--- src/rtl/memory_gateway_arbiter_if.sv ---
// Requester-side and gateway-side signals of the memory gateway arbiter.
// The master modport is the arbiter's view. The slave modport is the environment's view (requesters plus gateway).
interface memory_gateway_arbiter_if #(
    parameter int NUM_PORTS  = 4,
    parameter int ADDR_WIDTH = 64,
    parameter int DATA_WIDTH = 16
);
    logic [NUM_PORTS-1:0]            req_valid;
    logic [NUM_PORTS-1:0]            req_wen;
    logic [NUM_PORTS*ADDR_WIDTH-1:0] req_addr;
    logic [NUM_PORTS*DATA_WIDTH-1:0] req_wdata;
    logic [NUM_PORTS-1:0]            resp_valid;
    logic [DATA_WIDTH-1:0]           resp_data;
    logic                            gw_ap_start;
    logic [ADDR_WIDTH-1:0]           gw_addr;
    logic [DATA_WIDTH-1:0]           gw_wdata;
    logic                            gw_wen;
    logic                            gw_ap_done;
    logic [DATA_WIDTH-1:0]           gw_ap_return;
    logic                            busy;
    logic                            timeout_error;

    modport master (
        input  req_valid, req_wen, req_addr, req_wdata, gw_ap_done, gw_ap_return,
        output resp_valid, resp_data, gw_ap_start, gw_addr, gw_wdata, gw_wen,
               busy, timeout_error
    );

    modport slave (
        output req_valid, req_wen, req_addr, req_wdata, gw_ap_done, gw_ap_return,
        input  resp_valid, resp_data, gw_ap_start, gw_addr, gw_wdata, gw_wen,
               busy, timeout_error
    );
endinterface

--- src/rtl/memory_gateway_arbiter.sv ---
// Round-robin arbiter sharing one single-outstanding ap_start/ap_done memory gateway
// among NUM_PORTS requesters, with a sticky watchdog on stalled accesses.
module memory_gateway_arbiter #(
    parameter int NUM_PORTS  = 4,
    parameter int ADDR_WIDTH = 64,
    parameter int DATA_WIDTH = 16,
    parameter int TIMEOUT    = 1024
) (
    input  logic                      clock,
    input  logic                      reset,
    memory_gateway_arbiter_if.master  bus
);
    localparam int IDX_W = (NUM_PORTS > 1) ? $clog2(NUM_PORTS) : 1;
    localparam int WD_W  = $clog2(TIMEOUT);

    typedef enum logic [1:0] {ST_IDLE, ST_ISSUE, ST_RESPOND, ST_HALT} state_t;

    state_t                state_q, state_d;
    logic [IDX_W-1:0]      rr_ptr_q, rr_ptr_d;
    logic [IDX_W-1:0]      grant_q, grant_d;
    logic [ADDR_WIDTH-1:0] addr_q, addr_d;
    logic [DATA_WIDTH-1:0] wdata_q, wdata_d;
    logic                  wen_q, wen_d;
    logic [DATA_WIDTH-1:0] rdata_q, rdata_d;
    logic [WD_W-1:0]       wd_cnt_q, wd_cnt_d;
    logic                  timeout_error_q, timeout_error_d;

    logic                  arb_found;
    logic [IDX_W-1:0]      arb_idx;
    logic                  wd_fire;

    function automatic logic [IDX_W-1:0] wrap_add(input logic [IDX_W-1:0] base, input int off);
        int s;
        s = int'(base) + off;
        if (s >= NUM_PORTS) s = s - NUM_PORTS;
        return IDX_W'(s);
    endfunction

    // Cyclic search for the first requester at or above rr_ptr.
    always_comb begin
        arb_found = 1'b0;
        arb_idx   = '0;
        for (int k = 0; k < NUM_PORTS; k++) begin
            if (!arb_found && bus.req_valid[wrap_add(rr_ptr_q, k)]) begin
                arb_found = 1'b1;
                arb_idx   = wrap_add(rr_ptr_q, k);
            end
        end
    end

    assign wd_fire = (state_q == ST_ISSUE) && !bus.gw_ap_done &&
                     (wd_cnt_q == WD_W'(TIMEOUT - 1));

    always_comb begin
        state_d         = state_q;
        rr_ptr_d        = rr_ptr_q;
        grant_d         = grant_q;
        addr_d          = addr_q;
        wdata_d         = wdata_q;
        wen_d           = wen_q;
        rdata_d         = rdata_q;
        wd_cnt_d        = wd_cnt_q;
        timeout_error_d = timeout_error_q;
        case (state_q)
            ST_IDLE: begin
                if (arb_found) begin
                    state_d  = ST_ISSUE;
                    grant_d  = arb_idx;
                    addr_d   = bus.req_addr[int'(arb_idx)*ADDR_WIDTH +: ADDR_WIDTH];
                    wdata_d  = bus.req_wdata[int'(arb_idx)*DATA_WIDTH +: DATA_WIDTH];
                    wen_d    = bus.req_wen[arb_idx];
                    wd_cnt_d = '0;
                end
            end
            ST_ISSUE: begin
                wd_cnt_d = wd_cnt_q + WD_W'(1);
                if (bus.gw_ap_done) begin
                    state_d = ST_RESPOND;
                    rdata_d = wen_q ? '0 : bus.gw_ap_return;
                end else if (wd_fire) begin
                    state_d         = ST_HALT;
                    timeout_error_d = 1'b1;
                end
            end
            ST_RESPOND: begin
                state_d  = ST_IDLE;
                rr_ptr_d = (grant_q == IDX_W'(NUM_PORTS - 1)) ? '0 : grant_q + IDX_W'(1);
            end
            ST_HALT: begin
                state_d = ST_HALT;
            end
            default: begin
                state_d = ST_IDLE;
            end
        endcase
    end

    always_ff @(posedge clock) begin
        if (reset) begin
            state_q         <= ST_IDLE;
            rr_ptr_q        <= '0;
            grant_q         <= '0;
            addr_q          <= '0;
            wdata_q         <= '0;
            wen_q           <= 1'b0;
            rdata_q         <= '0;
            wd_cnt_q        <= '0;
            timeout_error_q <= 1'b0;
        end else begin
            state_q         <= state_d;
            rr_ptr_q        <= rr_ptr_d;
            grant_q         <= grant_d;
            addr_q          <= addr_d;
            wdata_q         <= wdata_d;
            wen_q           <= wen_d;
            rdata_q         <= rdata_d;
            wd_cnt_q        <= wd_cnt_d;
            timeout_error_q <= timeout_error_d;
        end
    end

    // Gateway and response outputs come only from registers (plus the watchdog pulse).
    assign bus.gw_ap_start   = (state_q == ST_ISSUE);
    assign bus.gw_addr       = addr_q;
    assign bus.gw_wdata      = wdata_q;
    assign bus.gw_wen        = wen_q;
    assign bus.busy          = (state_q != ST_IDLE);
    assign bus.timeout_error = timeout_error_q;
    assign bus.resp_valid    = ((state_q == ST_RESPOND) || wd_fire) ?
                               (NUM_PORTS'(1) << grant_q) : '0;
    assign bus.resp_data     = (state_q == ST_RESPOND) ? rdata_q : '0;

endmodule
--- src/flat_wrapper.sv ---
// flat-port wrapper written by rule: the top's interface ports become plain ports
module memory_gateway_arbiter_flat 
#(
    parameter int NUM_PORTS  = 4,
    parameter int ADDR_WIDTH = 64,
    parameter int DATA_WIDTH = 16,
    parameter int TIMEOUT    = 1024
)
  (clock, reset, bus_req_valid, bus_req_wen, bus_req_addr, bus_req_wdata, bus_gw_ap_done, bus_gw_ap_return, bus_resp_valid, bus_resp_data, bus_gw_ap_start, bus_gw_addr, bus_gw_wdata, bus_gw_wen, bus_busy, bus_timeout_error);
  memory_gateway_arbiter_if #(.NUM_PORTS(NUM_PORTS), .ADDR_WIDTH(ADDR_WIDTH), .DATA_WIDTH(DATA_WIDTH)) bus_i ();
  input  logic clock;
  input  logic reset;
  input wire logic [$bits(bus_i.req_valid)-1:0] bus_req_valid;
  input wire logic [$bits(bus_i.req_wen)-1:0] bus_req_wen;
  input wire logic [$bits(bus_i.req_addr)-1:0] bus_req_addr;
  input wire logic [$bits(bus_i.req_wdata)-1:0] bus_req_wdata;
  input wire logic [$bits(bus_i.gw_ap_done)-1:0] bus_gw_ap_done;
  input wire logic [$bits(bus_i.gw_ap_return)-1:0] bus_gw_ap_return;
  output wire logic [$bits(bus_i.resp_valid)-1:0] bus_resp_valid;
  output wire logic [$bits(bus_i.resp_data)-1:0] bus_resp_data;
  output wire logic [$bits(bus_i.gw_ap_start)-1:0] bus_gw_ap_start;
  output wire logic [$bits(bus_i.gw_addr)-1:0] bus_gw_addr;
  output wire logic [$bits(bus_i.gw_wdata)-1:0] bus_gw_wdata;
  output wire logic [$bits(bus_i.gw_wen)-1:0] bus_gw_wen;
  output wire logic [$bits(bus_i.busy)-1:0] bus_busy;
  output wire logic [$bits(bus_i.timeout_error)-1:0] bus_timeout_error;
  assign bus_i.req_valid = bus_req_valid;
  assign bus_i.req_wen = bus_req_wen;
  assign bus_i.req_addr = bus_req_addr;
  assign bus_i.req_wdata = bus_req_wdata;
  assign bus_i.gw_ap_done = bus_gw_ap_done;
  assign bus_i.gw_ap_return = bus_gw_ap_return;
  assign bus_resp_valid = bus_i.resp_valid;
  assign bus_resp_data = bus_i.resp_data;
  assign bus_gw_ap_start = bus_i.gw_ap_start;
  assign bus_gw_addr = bus_i.gw_addr;
  assign bus_gw_wdata = bus_i.gw_wdata;
  assign bus_gw_wen = bus_i.gw_wen;
  assign bus_busy = bus_i.busy;
  assign bus_timeout_error = bus_i.timeout_error;
  memory_gateway_arbiter #(.NUM_PORTS(NUM_PORTS), .ADDR_WIDTH(ADDR_WIDTH), .DATA_WIDTH(DATA_WIDTH), .TIMEOUT(TIMEOUT)) u_core (.clock(clock), .reset(reset), .bus(bus_i));
endmodule
--- config.mk ---
export PLATFORM = sky130hd
export DESIGN_NAME = memory_gateway_arbiter_flat
export DESIGN_NICKNAME = d
export VERILOG_FILES = /design/src/rtl/memory_gateway_arbiter_if.sv /design/src/rtl/memory_gateway_arbiter.sv /design/src/flat_wrapper.sv
export SDC_FILE = /design/constraint.sdc
export NUM_CORES = 1
export LEC_CHECK = 0
export ABC_AREA = 1
export BUFFER_PORTS_ARGS = -buffer_cell sky130_fd_sc_hd__buf_2
export CAP_MARGIN = 0
export CORE_AREA = 2 2 177 179
export CTS_BUF_LIST = sky130_fd_sc_hd__clkbuf_8
export DETAILED_ROUTE_END_ITERATION = 12
export DIE_AREA = 0 0 179 181
export SYNTH_ARGS = -nofsm -noshare
export SYNTH_HDL_FRONTEND = slang
export SYNTH_SLANG_ARGS = --single-unit
export TNS_END_PERCENT = 5
--- constraint.sdc ---
create_clock -name clock -period 2.5 [get_ports clock]
set_input_delay 0.625 -clock clock [delete_from_list [all_inputs] [get_ports clock]]
set_output_delay 0.625 -clock clock [all_outputs]
set_load 0.05 [all_outputs]
**Word-level counts from Yosys, hierarchy flattened**

Index checks and enable logic that the tools add are counted.

- Word-level logic and storage cells: 88
- Bits in registers: 114

- Bitwise operators: 1
- Magnitude comparators: 9
- Reduce and logical (&&, ||, !) cells: 18
- Add/subtract/negate cells: 9
- Shifts and indexed selects: 3
- Multiplexer cells: 32
- Equality and inequality tests: 7

Operators by type and width:

| operator | count |
|---|---|
| variable part select 256 x 9 -> 64 bit | 1 |
| variable part select 64 x 7 -> 16 bit | 1 |
| two-way mux 16 bit | 2 |
| two-way mux 2 bit | 12 |
| case mux 10 bit (2 select lines) | 1 |
| < comparator 2 x 3 -> 1 bit (second input constant) | 5 |
| adder 10 x 1 -> 10 bit (second input constant) | 1 |
| binary-select mux 1 bit (select 2 bit) | 5 |
| equality test 10 bit (second input constant) | 1 |
| two-way mux 10 bit | 1 |
| >= comparator 3 bit (second input constant) | 3 |
| two-way mux 1 bit | 9 |
| case mux 2 bit (4 select lines) | 1 |
| AND reduction 2 bit | 4 |
| subtractor 2 x 1 -> 2 bit (second input constant) | 4 |
| adder 2 x 2 -> 3 bit (second input constant) | 2 |
| equality test 2 bit (second input constant) | 3 |
| logical AND 1 bit | 5 |
| zero test 1 bit | 4 |
| two-way mux 4 bit | 1 |
| nonzero test 2 bit | 2 |
| left shift 1 x 2 -> 4 bit (first input constant) | 1 |
| adder 2 x 1 -> 3 bit (second input constant) | 1 |
| >= comparator 2 x 3 -> 1 bit (second input constant) | 1 |
| other kinds (8) | 8 |

**Logic depth before layout (Yosys ltp)**

- Word-level depth: 16
- Depth in mapped cells: 18
- Depth with buffers taken out: 15

**Worst setup path after synthesis**

Ideal clock, no wire load.

- Kind: reg2out
- Start point: reg u_core.wd_cnt_q[0]
- End point: out bus_resp_valid[0]
- Path buffers: 0
- Stages on the path, launching flop included: 12
- Data required time: 1875 ps
- Arrival: 1951 ps
- Slack: -76 ps
- Path through: dfxtp_1 > ha_1 > nand2_1 > nor2_1 > inv_1 > nor2_1 > nand3_1 > nor2_1 > nand4_1 > inv_1 > nor2_1 > nor2_1

- Word-level cells in the longest chain between the ends: 4

RTL lines:

| what | line | text |
|---|---|---|
| start: declaration | memory_gateway_arbiter.sv:25 | `logic [WD_W-1:0] wd_cnt_q, wd_cnt_d;` |
| start signal: assignment | memory_gateway_arbiter.sv:117 | `wd_cnt_q <= wd_cnt_d;` |
| equality test 10 bit | memory_gateway_arbiter.sv:52 | `(wd_cnt_q == WD_W'(TIMEOUT - 1));` |
| logical AND 1 bit | memory_gateway_arbiter.sv:51 | `assign wd_fire = (state_q == ST_ISSUE) && !bus.gw_ap_done &&` |
| logical OR 1 bit | memory_gateway_arbiter.sv:129 | `assign bus.resp_valid = ((state_q == ST_RESPOND) \|\| wd_fire) ?` |
| two-way mux 4 bit | memory_gateway_arbiter.sv:129 |  |
| end: declaration | flat_wrapper.sv:19 | `output wire logic [$bits(bus_i.resp_valid)-1:0] bus_resp_valid;` |

No other way between the ends.

**Worst setup path after layout**

- Start point: reg u_core.wd_cnt_q[0]
- End point: out bus_resp_valid[1]

The elaborated chain is that of the path after synthesis.

==> results.toml <==
[clock_tree]
htree_levels = 4
clkLatencyLatePin_ns = 0.44
clk_pin_slew_ns = 0.07
numCtsBuffers = 17
root_buffer = "clkbuf_8"
clockBufferDepth = 2
cts.sink_count = 114
cts_tree = "yes"
holdBufCountCts = 0

[global_routing]
grt_pass1_wl_um = 48900
first_global_vias = 9663
overflow = 0
met1_usage = 0.225
gr-max-usage-layer = "met2"
grt_use_met3 = 0.0356
use_met2 = 0.336
grtUsageTotal = 0.191
grt_start_max_net_pins = 66
antenna_found_initial = 3

[floorplan]
start_util = 0.274
die_area_um2 = 32400
pin_count = 451
num_rows = 64
die_w_um = 179
core_um2 = 30300
die_h_um = 181

[worst_setup_path]
worstSetupStartpointType = "flop"
endpoint_kind = "primary output"
crit_path_max_fanout = 4
worst_ep_required_time_ns = 1.88
critPathArrivalTime_ns = 1.99
critPathKind = "flop to primary output"

[yosys]
synth.most_common_cell = "nand2_1"
ys_seq_area_frac = 0.274
synth_flop_cell = "dfxtp_1"
synth_edf_count = 0
synth.area.top_cells = "dfxtp_1 (27%), nand2_1 (19%), inv_1 (11%)"
syn-num-nets = 1823
syn-cell-area_um2 = 8320
syn_avg_cell_area_um2 = 5.65
yosysWarnings = 0
synth_cells = 1471
yosys.area.top_type_share = 0.274
synth_common_cells = "nand2_1 (427), inv_1 (249), nor2_1 (188), dfxtp_1 (114), nand3_1 (114)"
synth-seq-cells = 114
netlist.top_cell.by_area = "dfxtp_1"
async_flop_share = 0
yosysUniqueCellTypes = 30

[sta]
hold_violations = 0
maxSlewViolCount = 0
hold_ws_ns = 0.465
period_share = 1.05
worstMarginPinSlew_ns = 0.674
relSlewSlack = 0.550
fin_ws_ns = -0.115
fin_worst_skew_ns = 0.0250
setup_viol = 16
grt_setup_unrepaired = "yes"
max_freq_ghz = 0.382
fin_crit_ns = 2.61

[placement]
hpwl_um = 24600
numPortBuffers = 450
place.gp.congestion = 0.898
placement.cell_area_um2 = 11000

[drt]
drtIter0Drc = 695
drc_errors = 0
wl_per_cell_um = 14.3
drtPass1Iterations = 5
viasPerCell = 4.66
drtAntennaViolNets = 0
drt_wl_total_um = 32900
vias = 10700

[power_and_ir_drop]
p_leak_nw = 6.87
irDropWorstVdd_mv = 0.316
pwr_density_cell_nw_per_um2 = 752

[status]
outcome = "complete, but fails checks"
failed_checks = "setup timing"

[finish]
fin_util = 0.382
design_area_um2 = 11600
fill_cells = 3369
nets = 2237
layout-drive-gt1-share = 0.297
syn2layout_area_growth_pct = 39.3

[job]
cap_viol_max_count = 0

[min_path]
holdCritPathClass = "flop to flop"
[cells in the final DEF (no fill, tap or decap), drive strengths merged]
| cell type | Yosys | final |
|---|---|---|
| dfxtp | 114 | 114 |
| clkbuf | 36 | 18 |
| nand3b | 2 | 2 |
| o2111ai | 1 | 1 |
| nand2 | 432 | 432 |
| nand4 | 112 | 112 |
| clkinvlp | 0 | 2 |
| nor2 | 191 | 191 |
| clkinv | 1 | 5 |
| a21oi | 31 | 31 |
| a211oi | 19 | 19 |
| nand3 | 116 | 116 |
| bufinv | 0 | 2 |
| inv | 254 | 260 |
| ha | 5 | 5 |
| o21ai | 88 | 88 |
| buf | 68 | 499 |
| diode | 0 | 2 |
| nor3 | 1 | 1 |
[critical path: stages, from the launching register on]
cell	delay (ns)
dfxtp_4	0.36
ha_4	0.14
nand2_4	0.05
nor2_4	0.09
inv_2	0.05
nor2_4	0.10
nand3_2	0.10
nor2_4	0.11
nand4_1	0.10
inv_2	0.10
nor2_4	0.06
nor2_2	0.13
buf_6	0.17
[report_power, final]
group	internal, mW	total, mW	switching [mW]
clock network	0.928	1.82	0.895
logic	1.39	4.56	3.17
registers	2.15	2.33	0.188
[metrics by stage]
stage	cells	worst slack [ns]	total power [mW]	TNS (ns)
floorplan	1471	-0.0764	5.58	-0.306
global placement	2255	-0.0138	6.91	-0.0138
detailed placement	2255	-0.0626	6.93	-0.0952
CTS	2292	-0.235	8.83	-1.26
global route	2295	-0.257	9.35	-4.73
finish	2296	-0.115	8.71	-0.743
[final cells by class]
class | count | area [um2] | share of cell area
multi-input combinational | 998 | 4620 | 0.399
timing repair buffer | 499 | 2820 | 0.243
sequential | 114 | 2290 | 0.197
inverter | 255 | 960 | 0.0828
tap | 396 | 495 | 0.0428
clock buffer | 18 | 248 | 0.0214
clock inverter | 14 | 154 | 0.0133
antenna | 2 | 5.00 | 0.000432
[registers in the layout (all words and copies together), names as in the netlist]
name	flops
u_core.bus.gw_addr	64
u_core.rdata_q	16
u_core.state_q	2
u_core.bus.timeout_error	1
u_core.bus.gw_wdata	16
u_core.rr_ptr_q	2
u_core.wd_cnt_q	10
u_core.bus.gw_wen	1
u_core.grant_q	2
[per-layer routing]
metal / routed length [um] / share of wire
met1: 13300 / 0.41
met2: 16100 / 0.49
met3: 2380 / 0.072
met4: 1030 / 0.031
met5: 0 / 0
[kinds of logic (layout without fill, tap and decap cells)]
group,Yosys count,in the layout,share of synthesized area
AND/OR/NAND/NOR,854,854,0.446
buffers and inverters,359,786,0.182
AO/OA/AOI/OAI,139,139,0.0904
flip-flops,114,114,0.274
adder cells (fa/ha/maj),5,5,0.00752
other,0,2,0
[timing repair]
action / 4_1_cts / 5_1_grt
buffers inserted: 5 / 2
setup endpoints to repair: 4 / 53
pin swaps: 5 / 7
gates resized for setup: 25 / 5
[worst paths after layout]
check,cells after the start,to,start,slack (ns)
worst max-delay path,12,bus_resp_valid[1],u_core.wd_cnt_q[0]$_SDFFE_PP0P_,-0.11
worst min-delay path,2,u_core.rdata_q[5]$_SDFFE_PP0P_,u_core.rdata_q[5]$_SDFFE_PP0P_,0.46
worst max register to register,12,u_core.bus.gw_addr[27]$_SDFFE_PP0P_,u_core.rr_ptr_q[0]$_SDFFE_PP0P_,0.13
worst min register to register,2,u_core.rdata_q[5]$_SDFFE_PP0P_,u_core.rdata_q[5]$_SDFFE_PP0P_,0.46
(Power assumes the default switching activity.)
